$ cat config.mk
export PLATFORM = sky130hd
export DESIGN_NAME = control_sequencer
export DESIGN_NICKNAME = d
export VERILOG_FILES = /design/src/rtl/control_sequencer_pkg.sv /design/src/rtl/control_sequencer_microcode_rom.sv /design/src/rtl/control_sequencer.sv
export SDC_FILE = /design/constraint.sdc
export NUM_CORES = 1
export LEC_CHECK = 0
export BUFFER_PORTS_ARGS = -buffer_cell sky130_fd_sc_hd__buf_2
export CAP_MARGIN = 20
export CELL_PAD_IN_SITES_DETAIL_PLACEMENT = 2
export CELL_PAD_IN_SITES_GLOBAL_PLACEMENT = 2
export CORE_MARGIN = 4
export CORE_UTILIZATION = 26
export CTS_CLUSTER_SIZE = 8
export DETAILED_ROUTE_END_ITERATION = 10
export GPL_TIMING_DRIVEN = 1
export PLACE_DENSITY = 0.86
export SYNTH_ARGS = -nofsm -noshare
export SYNTH_HDL_FRONTEND = slang
export SYNTH_SLANG_ARGS = --single-unit
$ cat constraint.sdc
create_clock -name clk -period 3 [get_ports clk]
set_input_delay 0.45 -clock clk [delete_from_list [all_inputs] [get_ports clk]]
set_output_delay 0.45 -clock clk [all_outputs]
set_load 0.02 [all_outputs]
$ cat src/rtl/control_sequencer_pkg.sv
// Shared opcodes, control-word bit positions and T-state encoding for the
// bus-computer control sequencer.
package control_sequencer_pkg;

   localparam int OP_W   = 4;
   localparam int STEP_W = 3;
   localparam int CTRL_W = 16;

   localparam logic [OP_W-1:0] OP_NOP = 4'b0000;
   localparam logic [OP_W-1:0] OP_LDA = 4'b0001;
   localparam logic [OP_W-1:0] OP_ADD = 4'b0010;
   localparam logic [OP_W-1:0] OP_SUB = 4'b0011;
   localparam logic [OP_W-1:0] OP_STA = 4'b0100;
   localparam logic [OP_W-1:0] OP_LDI = 4'b0101;
   localparam logic [OP_W-1:0] OP_JMP = 4'b0110;
   localparam logic [OP_W-1:0] OP_JC  = 4'b0111;
   localparam logic [OP_W-1:0] OP_JZ  = 4'b1000;
   localparam logic [OP_W-1:0] OP_OUT = 4'b1110;
   localparam logic [OP_W-1:0] OP_HLT = 4'b1111;

   // Control word bit indices, HLT is the MSB and FI the LSB.
   localparam int CTRL_HLT = 15;
   localparam int CTRL_MI  = 14;
   localparam int CTRL_WE  = 13;
   localparam int CTRL_RO  = 12;
   localparam int CTRL_IO  = 11;
   localparam int CTRL_II  = 10;
   localparam int CTRL_AI  = 9;
   localparam int CTRL_AO  = 8;
   localparam int CTRL_EO  = 7;
   localparam int CTRL_SU  = 6;
   localparam int CTRL_BI  = 5;
   localparam int CTRL_OI  = 4;
   localparam int CTRL_CE  = 3;
   localparam int CTRL_CO  = 2;
   localparam int CTRL_J   = 1;
   localparam int CTRL_FI  = 0;

   typedef enum logic [STEP_W-1:0] {
      T0 = 3'd0,
      T1 = 3'd1,
      T2 = 3'd2,
      T3 = 3'd3,
      T4 = 3'd4
   } step_e;

   localparam step_e LAST_SHORT = T2;
   localparam step_e LAST_MEM   = T3;
   localparam step_e LAST_ALU   = T4;

   function automatic step_e last_step_of(input logic [OP_W-1:0] op);
      case (op)
         OP_LDA, OP_STA: last_step_of = LAST_MEM;
         OP_ADD, OP_SUB: last_step_of = LAST_ALU;
         default:        last_step_of = LAST_SHORT;
      endcase
   endfunction

endpackage

$ cat src/rtl/control_sequencer_microcode_rom.sv
// Combinational microcode lookup: {opcode, step, flags} -> control word and
// the final T-state of the current opcode.
module microcode_rom
   import control_sequencer_pkg::*;
(
   input  logic [OP_W-1:0]   opcode,
   input  step_e             step,
   input  logic              carry_flag,
   input  logic              zero_flag,
   output logic [CTRL_W-1:0] ctrl,
   output step_e             last_step
);

   always_comb begin
      ctrl      = '0;
      last_step = last_step_of(opcode);
      case (step)
         T0: begin
            ctrl[CTRL_MI] = 1'b1;
            ctrl[CTRL_CO] = 1'b1;
         end
         T1: begin
            ctrl[CTRL_RO] = 1'b1;
            ctrl[CTRL_II] = 1'b1;
            ctrl[CTRL_CE] = 1'b1;
         end
         T2: begin
            case (opcode)
               OP_LDA, OP_ADD, OP_SUB, OP_STA: begin
                  ctrl[CTRL_IO] = 1'b1;
                  ctrl[CTRL_MI] = 1'b1;
               end
               OP_LDI: begin
                  ctrl[CTRL_IO] = 1'b1;
                  ctrl[CTRL_AI] = 1'b1;
               end
               OP_JMP: begin
                  ctrl[CTRL_IO] = 1'b1;
                  ctrl[CTRL_J]  = 1'b1;
               end
               // Flags only matter here; an untaken jump is a dead T2.
               OP_JC: begin
                  ctrl[CTRL_IO] = carry_flag;
                  ctrl[CTRL_J]  = carry_flag;
               end
               OP_JZ: begin
                  ctrl[CTRL_IO] = zero_flag;
                  ctrl[CTRL_J]  = zero_flag;
               end
               OP_OUT: begin
                  ctrl[CTRL_AO] = 1'b1;
                  ctrl[CTRL_OI] = 1'b1;
               end
               OP_HLT: ctrl[CTRL_HLT] = 1'b1;
               default: ;
            endcase
         end
         T3: begin
            case (opcode)
               OP_LDA: begin
                  ctrl[CTRL_RO] = 1'b1;
                  ctrl[CTRL_AI] = 1'b1;
               end
               OP_ADD, OP_SUB: begin
                  ctrl[CTRL_RO] = 1'b1;
                  ctrl[CTRL_BI] = 1'b1;
               end
               OP_STA: begin
                  ctrl[CTRL_AO] = 1'b1;
                  ctrl[CTRL_WE] = 1'b1;
               end
               default: ;
            endcase
         end
         T4: begin
            if (opcode == OP_ADD || opcode == OP_SUB) begin
               ctrl[CTRL_EO] = 1'b1;
               ctrl[CTRL_AI] = 1'b1;
               ctrl[CTRL_FI] = 1'b1;
               ctrl[CTRL_SU] = (opcode == OP_SUB);
            end
         end
         default: ;
      endcase
   end

endmodule

$ cat src/rtl/control_sequencer.sv
// T-state counter, halt latch and run gating around the microcode ROM.
// ctrl is decoded combinationally and forced to zero while rst is low.
module control_sequencer
   import control_sequencer_pkg::*;
(
   input  logic               clk,
   input  logic               rst,
   input  logic               run,
   input  logic [OP_W-1:0]    opcode,
   input  logic               carry_flag,
   input  logic               zero_flag,
   output logic [CTRL_W-1:0]  ctrl,
   output logic [STEP_W-1:0]  step,
   output logic               halted
);

   step_e             step_q;
   logic              halted_q;
   logic [CTRL_W-1:0] rom_ctrl;
   step_e             last_step;
   logic              step_illegal;

   microcode_rom u_rom (
      .opcode     (opcode),
      .step       (step_q),
      .carry_flag (carry_flag),
      .zero_flag  (zero_flag),
      .ctrl       (rom_ctrl),
      .last_step  (last_step)
   );

   assign step_illegal = (step_q > T4);

   // Gating with rst here drops WE the instant reset asserts, mid-write or not.
   always_comb begin
      ctrl = '0;
      if (!rst || step_illegal) begin
         ctrl = '0;
      end else if (halted_q) begin
         ctrl[CTRL_HLT] = 1'b1;
      end else begin
         ctrl = rom_ctrl;
      end
   end

   always_ff @(posedge clk or negedge rst) begin
      if (!rst) begin
         step_q   <= T0;
         halted_q <= 1'b0;
      end else if (halted_q || step_illegal) begin
         step_q <= T0;
      end else if (run) begin
         if (step_q == T2 && opcode == OP_HLT) begin
            halted_q <= 1'b1;
            step_q   <= T0;
         end else if (step_q == last_step) begin
            step_q <= T0;
         end else begin
            step_q <= step_e'(step_q + 3'd1);
         end
      end
   end

   assign step   = step_q;
   assign halted = halted_q;

endmodule

==> impl_metrics.ini, run 1 <==
[worst_setup_path]
cpPeakStageDelay_ps = 430
required_ps = 2550
path_depth = 7
startpoint = step[0]
regToRegStartpoint = step[0]
startpoint_type = flop
crit_arrival_ps = 2000
cp_slowest_cell = dfrtp_1
critPathKind = reg2out
critical-path-top-delay-family = simple AND/OR/NAND/NOR gates
endpoint_kind = output pin
crit_buf_inv = 2
reg2reg_depth = 6
r2r_slack_ps = 1280
r2r_end = step[2]
crit_path_max_fanout = 5
crit_chain = inv_1 > ha_1 > nor2b_4 > or2_4 > nor4b_4 > or2_1 > buf_2
crit_end = ctrl[8]

[clock_tree]
post_cts_buffers = 0
ctsRootBufferMaster = clkbuf_4
cts_resized = 0
holdBufCountCts = 0
cts.sinks = 4
clkLatencyLatePin_ps = 240
cts_tree = yes
htree_levels = 1
cts_buffer_depth = 2
clk_pin_slew_worst_paths_ps = 40
cts_buffers = 3

[grt]
antenna_found_initial = 0
grt-ovfl-total = 0
grt_usage_pct = 14.7
grt_pass1_wl_mm = 3.92
grt_max_degree = 14
grt_pass1_vias = 822

[routing]
wirelength_mm = 2.37
drt_pre_antenna_iters = 1
wire_per_inst_um = 16.8
drc = 0
routed.top_layer = met4
drtIter0Drc = 0
drtAntennaViolNets = 0
wl_met1_mm = 1.01
vias = 748
met2WireLength_mm = 1.30
viasPerCell = 5.30
met3WireLength_um = 49

[logic_synthesis]
async_flop_share_pct = 100
yosysSeqAreaShare_pct = 15.0
synth_nets = 101
synthFlopType = dfrtp_1
syn-cell-area_sq_um = 669
syn_avg_cell_area_sq_um = 7.69
ys_warn_count = 0
ys_top_cells_by_area = dfrtp_1, ha_1, nor2_1
syn_inst = 87
synthDistinctLibCells = 35
yosysTopAreaCell = dfrtp_1
synth_top_area_share_pct = 15.0
ys_ff_latch = 4
synth-edff-count = 0

[sta]
rsz0062_at_grt = no
skew_ps = 6.00
finalCritPeriodShare_pct = 81.7
maxSlewViolCount = 0
finalSetupViolCount = 0
setup_tns_ps = 0
relSlewSlack_pct = 75.5
hold_viol = 0
worst_pin_slew_ps = 367
fmax_mhz = 408
period_needed_ps = 2450

[floorplan]
core-area_sq_mm = 0.00248
fp.dieH_um = 58.7
design.die.area_sq_mm = 0.00345
row_count = 18
start_util_pct = 27.0
die_w_um = 58.7
io_pins = 29

[final_layout]
fill_cells = 307
area_growth_pct = 21.7
regArea_sq_um = 100
layout.cells.non_filler = 141
nets = 127
multi_input_area_sq_um = 492
final_layout_size_suffix_gt1_share_pct = 37.8
diodes = 0

[run]
maxCapViolations = 0

[place]
gp_congestion = 0.771
dp_hpwl_mm = 1.97
portBuffers = 28
dp.cells = 138

[outcome]
outcome = complete, no violations

[power_and_ir_drop]
p_per_area_mw_per_mm2 = 189
max-vdd-ir-drop_mv = 0.147
leakagePower_nw = 0.392

[hold_path]
hold_class = in2async
[cells by family (layout without fill, tap and decap cells)]
kind of cell / count (synthesis) / in the layout / synth area share (%)
simple gates: 42 / 42 / 39.4
fa+ha+maj: 5 / 5 / 9.35
flops: 4 / 4 / 15.0
xor+xnor: 1 / 1 / 1.31
buf+inv: 13 / 37 / 11.6
compound gates: 22 / 22 / 23.4
[worst register-to-register path: cells and delay by family, from the launching register on]
kind | cells | cell delay [ps]
simple gates | 3 | 530
fa+ha+maj | 1 | 290
compound gates | 1 | 230
buf+inv | 1 | 150
flops | 1 | 420
[layout make-up]
class | count | share of cell area (%)
repair buffers | 28 | 17.2
flip-flops and latches | 4 | 12.3
inverters | 6 | 2.76
clock buffers | 3 | 2.76
multi-input cells | 70 | 60.4
well taps | 30 | 4.61
[routing by layer]
metal / up-vias / global-route usage [%]
met2: 14 / 25.9
met5: - / 0
li1: 358 / -
met1: 373 / 18.5
met3: 3 / 1.54
met4: 0 / 5.18
[worst min-delay path by stage]
| stage | cells past startpoint | startpoint | slack [ps] | endpoint |
|---|---|---|---|---|
| floorplan | 0 | rst | 150 | halted |
| global placement | 1 | rst | 280 | step[2] |
| detailed placement | 1 | rst | 290 | step[1] |
| CTS | 1 | rst | 40 | halted |
| global route | 1 | rst | 50 | halted |
| finish | 1 | rst | 30 | halted |
[layout by cell type, fill, tap and decap left out, drive strengths merged, types with 2 or more instances in the layout]
master	instances
and2	3
nand4	2
clkbuf	3
o31ai	4
a21oi	4
nor2b	3
nor2	11
ha	5
buf	28
a41oi	2
nand2	7
o21ai	3
nor3	7
a31oi	3
nand3	3
inv	6
or2	2
dfrtp	4
[stage by stage]
| step | total power [mW] | instance area (sq um) | utilization [%] | hold WS, ps | setup WS [ps] |
|---|---|---|---|---|---|
| detailed placement | 0.0864 | 792 | 32.0 | 289 | 791 |
| global route | 0.159 | 815 | 32.9 | 48.8 | 425 |
| floorplan | 0.0747 | 669 | - | 154 | 680 |
| finish | 0.154 | 815 | 32.9 | 34.5 | 550 |
| global placement | 0.0855 | 792 | 32.0 | 285 | 904 |
| CTS | 0.155 | 815 | 32.9 | 39.0 | 533 |
[synthesized netlist by cell type, types with 2 or more instances]
cell and number:
buf_4 3, o21ai_0 3, nand4_1 2, nor3_2 2
o31ai_1 4, nor2b_1 2, and2_1 3, nor2_1 11
dfrtp_1 4, inv_1 6, nand3_1 2, buf_6 2
nor3_1 5, a31oi_1 3, a21oi_1 4, buf_2 2
ha_1 5, nand2_1 7
[power breakdown]
part | switching, mW | total (mW) | internal (mW)
registers | 0 | 0.0542 | 0.0542
logic | 0.0219 | 0.0314 | 0.00941
clock network | 0.0233 | 0.0682 | 0.0448
[state kept, by name, summed over array words and instances (netlist names)]
register / flops
halted: 1
step: 3
Power figures use the tool's default switching activity.
==> run 2: changes to the inputs <==
--- a/config.mk
+++ b/config.mk
@@ -10,11 +10,11 @@
 export CELL_PAD_IN_SITES_DETAIL_PLACEMENT = 2
 export CELL_PAD_IN_SITES_GLOBAL_PLACEMENT = 2
 export CORE_MARGIN = 4
-export CORE_UTILIZATION = 26
+export CORE_UTILIZATION = 24
 export CTS_CLUSTER_SIZE = 8
 export DETAILED_ROUTE_END_ITERATION = 10
 export GPL_TIMING_DRIVEN = 1
-export PLACE_DENSITY = 0.86
+export PLACE_DENSITY = 0.81
 export SYNTH_ARGS = -nofsm -noshare
 export SYNTH_HDL_FRONTEND = slang
 export SYNTH_SLANG_ARGS = --single-unit
==> constraint.sdc (replaced) <==
create_clock -name clk -period 2.45 [get_ports clk]
set_input_delay 0.3675 -clock clk [delete_from_list [all_inputs] [get_ports clk]]
set_output_delay 0.3675 -clock clk [all_outputs]
set_load 0.02 [all_outputs]
==> run 2 against run 1 <==
Clock skew is 2.7 ps lower. Register-to-register slack worse by 530 ps. Wire length is 2.2% lower. Cell area is 2.5% higher. Hold slack better by 450 ps. Clock power is 16% higher. Setup slack worse by 410 ps. Final cell count is 1.4% higher. Non-clock buffer count is 2 higher. Power is 20% higher. Utilization is 0.37 points lower. Critical path depth stayed put.
==> impl_metrics.ini, run 2 (synthesis results as in run 1) <==
[sta]
maxSlewViolCount = 0
setup_ws_ps = 143
relSlewSlack_pct = 79.4
worst_pin_slew_ps = 307
fin_hold_ws_ps = 489
hold_viol = 0
finalSetupViolCount = 0
fmax_mhz = 433
period_needed_ps = 2310
skew_ps = 3.27
setup_tns_ps = 0
finalCritPeriodShare_pct = 94.2
rsz0062_at_grt = no

[worst_setup_path]
path_depth = 7
startpoint = rst
regToRegStartpoint = step[0]
crit_arrival_ps = 1940
cpPeakStageDelay_ps = 520
startpoint_type = input pin
endpoint_kind = output pin
crit_chain = dlygate4sd3_1 > buf_2 > nand2b_4 > or2_4 > nor4b_4 > or2_1 > buf_2
required_ps = 2080
cp_slowest_cell = dlygate4sd3_1
reg2reg_depth = 6
critPathKind = in2out
crit_top_cell = buf_2
crit_path_max_fanout = 6
crit_end = ctrl[8]
critical-path-top-delay-family = buffers and inverters
r2r_end = step[1]
crit_buf_inv = 3
r2r_slack_ps = 750

[clock_tree]
cts_buffers = 3
cts.sinks = 4
clkLatencyLatePin_ps = 230
cts_tree = yes
cts_buffer_depth = 2
htree_levels = 1
clk_pin_slew_worst_paths_ps = 40
ctsRootBufferMaster = clkbuf_4

[grt]
grt_pass1_wl_mm = 4.00
grt_pass1_vias = 800
grt_max_degree = 14
antenna_found_initial = 0
grt-ovfl-total = 0
grt_usage_pct = 14.4

[final_layout]
nets = 129
layout.cells.non_filler = 143
fill_cells = 314
layout_commonest_cell = buf_2
diodes = 0
largest_reg_flops = 3
area_growth_pct = 24.7
final_cell_mix = buf_2, nor2_1, nand2_1, inv_1, nor3_1
final_layout_size_suffix_gt1_share_pct = 38.9

[routing]
drtAntennaViolNets = 0
drt_pre_antenna_iters = 4
drtIter0Drc = 7
vias = 735
drc = 0
viasPerCell = 5.14
wirelength_mm = 2.32
wire_per_inst_um = 16.2

[power_and_ir_drop]
leakagePower_nw = 0.401
p_per_area_mw_per_mm2 = 221
p_sw_uw = 50.7
internal_power_uw = 134
clockPowerShare_pct = 42.8
seq_power_share_pct = 36.1
max-vdd-ir-drop_mv = 0.276
p_comb_share_pct = 21.1
p_sw_share_pct = 27.5

[place]
gp_congestion = 0.853
dp.cells = 139
dp_hpwl_mm = 1.96
place_ws_ps = 351
portBuffers = 28

[floorplan]
core-area_sq_mm = 0.00257
fp.dieH_um = 60.8
start_util_pct = 26.1
row_count = 18
io_pins = 29
design.die.area_sq_mm = 0.00370
die_w_um = 60.8

[hold_path]
hold_class = in2reg

[outcome]
outcome = complete, no violations

[run]
maxCapViolations = 0
run 2: cell count changes in the layout (fill, tap and decap cells not counted), sizes merged:
cell / before / now
buf: 28 / 29
dlygate4sd3: 0 / 1
run 2: worst min path at each step:
stage	start	endpoint	cells past startpoint
final	run	halted	3
after detailed placement	rst	halted	1
after global placement	rst	halted	1
after CTS	run	halted	3
after global routing	run	halted	3
after floorplan	rst	halted	0
run 2: layer usage:
metal | wire, um | share of wire, % | GRT usage (%)
met5 | 0 | 0 | 0
met4 | 0 | 0 | 3.72
met3 | 74 | 3.2 | 1.28
met2 | 1250 | 54 | 26.7
met1 | 994 | 43 | 17.7
run 2: final cells by class:
| cell class | instances | area [sq um] | share of cell area (%) |
|---|---|---|---|
| Timing Repair Buffer | 30 | 158 | 18.9 |
| Inverter | 6 | 22.5 | 2.70 |
| Clock buffer | 3 | 22.5 | 2.70 |
| Tap cell | 30 | 37.5 | 4.50 |
| Sequential cell | 4 | 100 | 12.0 |
| Multi-Input combinational cell | 70 | 494 | 59.2 |
run 2: per-stage QoR:
stage | power (mW) | util (%) | area [sq um]
4_1_cts | 0.189 | 32.4 | 832
5_1_grt | 0.203 | 32.5 | 835
3_3_place_gp | 0.104 | 31.1 | 800
6_report | 0.184 | 32.5 | 835
3_5_place_dp | 0.105 | 31.1 | 800
2_1_floorplan | 0.0915 | - | 669
run 2: repair_timing:
action | 4_1_cts | 5_1_grt
setup endpoints to repair | 0 | 2
hold endpoints to repair | 4 | 0
resized for setup | 0 | 1
setup buffers | 0 | 0
hold buffers | 1 | 0
run 2: worst register-to-register path: stages, from the launching register on:
cell	delay [ps]
dfrtp_1	420
inv_1	140
ha_1	280
and4b_2	280
nand3_2	120
nand4_1	140
o31ai_1	230
run 2: power groups by stage:
stage / combinational, mW / sequential (mW) / clock [mW]
finish: 0.0389 / 0.0664 / 0.0789
global placement: 0.0369 / 0.0673 / 0
global route: 0.0443 / 0.0663 / 0.0920
detailed placement: 0.0378 / 0.0673 / 0
floorplan: 0.0242 / 0.0673 / 0
CTS: 0.0393 / 0.0664 / 0.0833
